==> config.mk <==
export PLATFORM = sky130hd
export DESIGN_NAME = instr_fetch_stage
export DESIGN_NICKNAME = d
export VERILOG_FILES = /design/src/rtl/instr_fetch_stage.sv
export SDC_FILE = /design/constraint.sdc
export NUM_CORES = 1
export LEC_CHECK = 0
export BUFFER_PORTS_ARGS = -buffer_cell sky130_fd_sc_hd__buf_2
export CAP_MARGIN = 0
export CORE_MARGIN = 8
export CORE_UTILIZATION = 40
export DETAILED_ROUTE_END_ITERATION = 12
export PLACE_DENSITY = 0.67
export SLEW_MARGIN = 20
export SYNTH_ARGS = -nofsm -noshare
export SYNTH_HDL_FRONTEND = slang
export SYNTH_SLANG_ARGS = --single-unit
==> constraint.sdc <==
create_clock -name clk -period 4.8 [get_ports clk]
set_clock_uncertainty 0.2 [all_clocks]
set_input_delay 0.72 -clock clk [delete_from_list [all_inputs] [get_ports clk]]
set_output_delay 0.72 -clock clk [all_outputs]
set_load 0.02 [all_outputs]
==> src/rtl/instr_fetch_stage.sv <==
// Fetch stage: loadable program memory streamed from address 0 over valid/ready until a HALT word or end of memory.
// First word valid two edges after start; one word per cycle while ready, word and pc held while ready is low.
module instr_fetch_stage #(
  parameter int DEPTH  = 16,
  parameter int ADDR_W = 4
) (
  input  logic              clk,
  input  logic              reset_n,
  input  logic              load_en,
  input  logic [ADDR_W-1:0] load_addr,
  input  logic [15:0]       load_data,
  input  logic              start,
  input  logic              instr_ready,
  output logic [15:0]       instr_out,
  output logic              instr_valid,
  output logic [ADDR_W-1:0] pc,
  output logic [ADDR_W:0]   issued,
  output logic              busy,
  output logic              done
);

  localparam int CNT_W = ADDR_W + 1;

  typedef enum logic [1:0] {
    S_IDLE,
    S_PRIME,
    S_STREAM,
    S_DONE
  } state_t;

  state_t            state_q, state_d;
  logic [15:0]       instr_q, instr_d;
  logic              valid_q, valid_d;
  logic [ADDR_W-1:0] pc_q, pc_d;
  logic [CNT_W-1:0]  issued_q, issued_d;
  logic              done_q, done_d;

  logic [15:0]       mem_q [DEPTH];
  logic              load_ok;
  logic [ADDR_W-1:0] pc_inc;
  logic [15:0]       next_word;
  logic              pc_last;

  assign load_ok   = (state_q == S_IDLE) || (state_q == S_DONE);
  assign pc_inc    = pc_q + ADDR_W'(1);
  assign next_word = mem_q[pc_inc];
  assign pc_last   = (pc_q == ADDR_W'(DEPTH - 1));

  // Program memory has no reset so a loaded program survives reset_n.
  always_ff @(posedge clk) begin
    if (load_en && load_ok) begin
      mem_q[load_addr] <= load_data;
    end
  end

  always_ff @(posedge clk or negedge reset_n) begin
    if (!reset_n) begin
      state_q  <= S_IDLE;
      instr_q  <= 16'h0000;
      valid_q  <= 1'b0;
      pc_q     <= '0;
      issued_q <= '0;
      done_q   <= 1'b0;
    end else begin
      state_q  <= state_d;
      instr_q  <= instr_d;
      valid_q  <= valid_d;
      pc_q     <= pc_d;
      issued_q <= issued_d;
      done_q   <= done_d;
    end
  end

  always_comb begin
    state_d  = state_q;
    instr_d  = instr_q;
    valid_d  = valid_q;
    pc_d     = pc_q;
    issued_d = issued_q;
    done_d   = 1'b0;
    unique case (state_q)
      S_IDLE, S_DONE: begin
        if (start) begin
          pc_d     = '0;
          issued_d = '0;
          state_d  = S_PRIME;
        end
      end
      S_PRIME: begin
        if (mem_q[0] == 16'h0000) begin
          state_d = S_DONE;
          done_d  = 1'b1;
        end else begin
          instr_d = mem_q[0];
          valid_d = 1'b1;
          state_d = S_STREAM;
        end
      end
      S_STREAM: begin
        if (valid_q && instr_ready) begin
          issued_d = issued_q + CNT_W'(1);
          // A HALT word ends the stream without being presented, so pc stays on the last issued word.
          if (pc_last || (next_word == 16'h0000)) begin
            instr_d = 16'h0000;
            valid_d = 1'b0;
            state_d = S_DONE;
            done_d  = 1'b1;
          end else begin
            instr_d = next_word;
            pc_d    = pc_inc;
          end
        end
      end
      default: state_d = S_IDLE;
    endcase
  end

  assign instr_out   = instr_q;
  assign instr_valid = valid_q;
  assign pc          = pc_q;
  assign issued      = issued_q;
  assign done        = done_q;
  assign busy        = (state_q == S_PRIME) || (state_q == S_STREAM);

endmodule

==> results <==
- CTS built an H-tree with a depth of 1.
- The DRC violations left is 0.
- The insertion delay of the later-clocked pin in the worst-skew pair is 540 ps.
- Dividing the detail-routed via count by the number of cells gives 5.56.
- For the worst setup path, the data arrival time is 4410 ps.
- The count of nets left with antenna violations after detail routing is 0.
- The routed design could run at a clock period as short as 4190 ps.
- CTS saw 285 sinks.
- The sum of net half-perimeters after detailed placement is 16800 microns.
- Row generation in the floorplan step produced 62 rows.
- The leakage power total is 4.39 nW.
- Synthesis produced a netlist whose cell count is 609.
- The floorplan step defined a die boundary enclosing 0.0348 sq mm.
- The number of max-cap violations is 0.
- The combined global-route utilization of all metal layers is 15.0%.
- The share of final-layout standard cells stronger than drive strength 1 is 25.7%.
- The number of global-route vias before repair is 6230.
- Counting the fill cells in the layout gives 2420.
- The number of placed instances, taps included is 1040.
- The synthesized netlist occupies a cell area of 0.0116 sq mm.
- The relative max-transition margin is 34.7%.
- For this run, the register share of the synthesized area comes to 72.3%.
- The final hold violation count is 0.
- The number of DRC violations after detailed-routing iteration 0 is 653.
- The count of endpoints failing setup in the final report is 0.
- The number of buffers inserted to repair setup after CTS is 0.
- The detailed router used layers up to and including met5.
- STA classifies the critical path endpoint as a register.
- The number of flops mapped to enable cells by yosys is 256.
- Setup repair after global routing left no endpoint under its margin.
- In the post-synthesis netlist, the cell with the most instances is sky130_fd_sc_hd__edfxtp_1.
- Yosys attributes the largest share of cell area to sky130_fd_sc_hd__edfxtp_1 (66%), sky130_fd_sc_hd__mux4_2 (8.5%), sky130_fd_sc_hd__dfrtp_1 (6.2%).
- The fraction of synthesis flops using an asynchronous set or reset pin is 10.2%.
- Counting every net in the synthesized netlist gives 638.
- The number of distinct standard cells referenced by the synthesized netlist is 50.
- The length of routed met2 wiring is 12500 microns.
- The number of buffers on the longest clock path is 3.
- In this run the worst path has a maximum fanout of 31.
- The run finished with clean final reports.
- The synthesized design spends more area on one cell type than any other, namely sky130_fd_sc_hd__edfxtp_1.
- From bottom edge to top edge, the die measures 187 microns.
- STA classifies the critical path startpoint as a register.
- The count of pins over their slew limit is 0.
- After clock tree synthesis, the repair step resized 0 gates.
- The final layout net count is 714.
- The mean instance size in the synthesized netlist is 19.1 sq um.
- The routed design has 26700 microns of wire.
- Dividing total power by cell area gives a power density of 518 mW/mm^2.
- The total of flip-flops plus latches after synthesis is 285.
- The top cell type by area accounts for 66.1% of the synthesized area.
- The wire length of the first global-routing pass is 40100 microns.
- The number of buffers inserted during clock tree synthesis is 27.
- The maximum vdd ir drop is 0.242 mV.
- The worst path uses 87.4% of the clock period.
- The die boundary width is 187 microns.
- After routing, the total negative slack on setup checks comes to 0 ps.
- The final antenna diode count is 0.
- The boundary pin count is 53.
- CTS placed an instance of sky130_fd_sc_hd__clkbuf_16 at the clock tree root.
- The placeable core region is 0.0287 sq mm.
- For this run, the number of Yosys warnings is 0.
- Routability-driven placement finished with a final weighted congestion of 0.895.
- After the flow finishes, the layout carries non-filler instances totaling 1088.
- Global routing finished with a remaining overflow of 0.
- The commonest cells after synthesis are sky130_fd_sc_hd__edfxtp_1 (256), sky130_fd_sc_hd__mux2i_1 (45), sky130_fd_sc_hd__mux4_2 (44), sky130_fd_sc_hd__dfrtp_1 (29), sky130_fd_sc_hd__nand2_1 (29).
- The maximum clock frequency is 0.238 GHz.
- Summing internal, switching and leakage power gives 0.00687 W.
- For this design, the CTS-stage hold fixing added 0 buffers.
- At the pin with the least slew margin, the transition time is 977 ps.
- The clock transition time at the flip-flop clock pins of the worst setup and hold paths is 70 ps.
- STA puts the critical path data required time at 5010 ps.
- Before antenna repair, the detailed router went through 6 iterations.
- The total met3 wirelength after detailed routing is 2230 microns.
- The clock tree from TritonCTS is built.
- Across all hold checks on the routed design, the worst slack comes to 1.16 ps.
- The met1 routed wirelength after detailed routing is 11100 microns.
- Entering global routing, the biggest net connects 36 pins.
- The path type of the worst min-delay path is in -> async.
- The area growth from synthesis to layout is 14.1%.
- The count of vias placed by the detailed router is 6044.
- The detail-routed net length per standard cell is 24.5 microns.
- Among all flip-flop cells after synthesis, the most frequent one is sky130_fd_sc_hd__edfxtp_1.
- The type of the setup path with the least slack is reg -> reg.
- The count of port buffers added during placement is 52.
- For this configuration, the core starts out at a cell density of 40.5%.
- The number of antenna violations at the first check in global routing is 1.
cells in the final DEF, fill, tap and decap left out, types with 17 or more instances in the layout:
cell	n
sky130_fd_sc_hd__clkbuf_16	27
sky130_fd_sc_hd__dfrtp_1	28
sky130_fd_sc_hd__nand2_1	28
sky130_fd_sc_hd__edfxtp_1	256
sky130_fd_sc_hd__nor2_1	20
sky130_fd_sc_hd__buf_2	52
sky130_fd_sc_hd__mux4_1	17
sky130_fd_sc_hd__mux2i_1	45
sky130_fd_sc_hd__mux4_2	44
sky130_fd_sc_hd__buf_4	26
layer usage:
| metal | global-route usage, % | vias to the layer above |
|---|---|---|
| met5 | 0 | - |
| met4 | 5.22 | 2 |
| met3 | 3.06 | 48 |
| met2 | 24.3 | 270 |
| met1 | 20.0 | 3091 |
| li1 | - | 2633 |
registers in the layout, indices dropped and copies added, names as in the netlist:
| signal | flops |
|---|---|
| state_q | 2 |
| mem_q | 256 |
| instr_valid | 1 |
| done | 1 |
| instr_out | 16 |
| pc | 4 |
| issued | 5 |
power breakdown:
part | internal (W) | switching (W)
Sequential | 0.00287 | 0.000125
Combinational | 0.000762 | 0.00110
Clock | 0.00114 | 0.000864
final cells by class:
cell class / count / area, sq um / area share [%]
Inverter: 5 / 18.8 / 0.141
Tap cell: 384 / 480 / 3.62
Clock buffer: 36 / 749 / 5.65
Multi-Input combinational cell: 288 / 3060 / 23.1
Sequential cell: 285 / 8420 / 63.4
Timing Repair Buffer: 78 / 455 / 3.43
Clock inverter: 12 / 86.3 / 0.651
metrics by stage:
stage          setup WS, ps  utilization (%)  instance area (sq um)
6_report                607             46.2                  13300
5_1_grt                 445             46.2                  13300
4_1_cts                 582             46.2                  13300
3_5_place_dp            597             43.3                  12400
3_3_place_gp            672             43.3                  12400
2_1_floorplan          1460                -                  11600
worst max-delay path, stage by stage, from the launching register on:
cell and delay (ps):
sky130_fd_sc_hd__dfrtp_4 640, sky130_fd_sc_hd__ha_4 690, sky130_fd_sc_hd__buf_4 280, sky130_fd_sc_hd__mux4_2 520
sky130_fd_sc_hd__mux2i_1 230, sky130_fd_sc_hd__nand2_1 80, sky130_fd_sc_hd__or4_1 610, sky130_fd_sc_hd__a21oi_4 310
sky130_fd_sc_hd__nor3_2 150, sky130_fd_sc_hd__a221o_1 340
cells by family after synthesis:
| group | Yosys count | synth area share, % |
|---|---|---|
| muxes | 108 | 16.4 |
| buffers and inverters | 36 | 1.97 |
| xor gates and xnor gates | 6 | 0.452 |
| AOI/OAI and AO/OA | 50 | 2.98 |
| DFF | 285 | 72.3 |
| and+or+nand+nor | 120 | 5.40 |
| adders and majority gates | 4 | 0.430 |
worst paths after layout:
| check | start | to | slack [ps] | cells past startpoint |
|---|---|---|---|---|
| min in group clk | instr_out[9]$_DFFE_PN0P_ | instr_out[9]$_DFFE_PN0P_ | 280 | 2 |
| hold / removal | reset_n | instr_out[3]$_DFFE_PN0P_ | 1 | 1 |
| max in group asynchronous | reset_n | pc[0]$_DFFE_PN0P_ | 3910 | 1 |
| setup / recovery | pc[0]$_DFFE_PN0P_ | instr_out[1]$_DFFE_PN0P_ | 610 | 9 |
| hold reg to reg | instr_out[9]$_DFFE_PN0P_ | instr_out[9]$_DFFE_PN0P_ | 280 | 2 |
| setup reg to reg | pc[0]$_DFFE_PN0P_ | instr_out[1]$_DFFE_PN0P_ | 610 | 9 |
(Power assumes the default switching activity.)
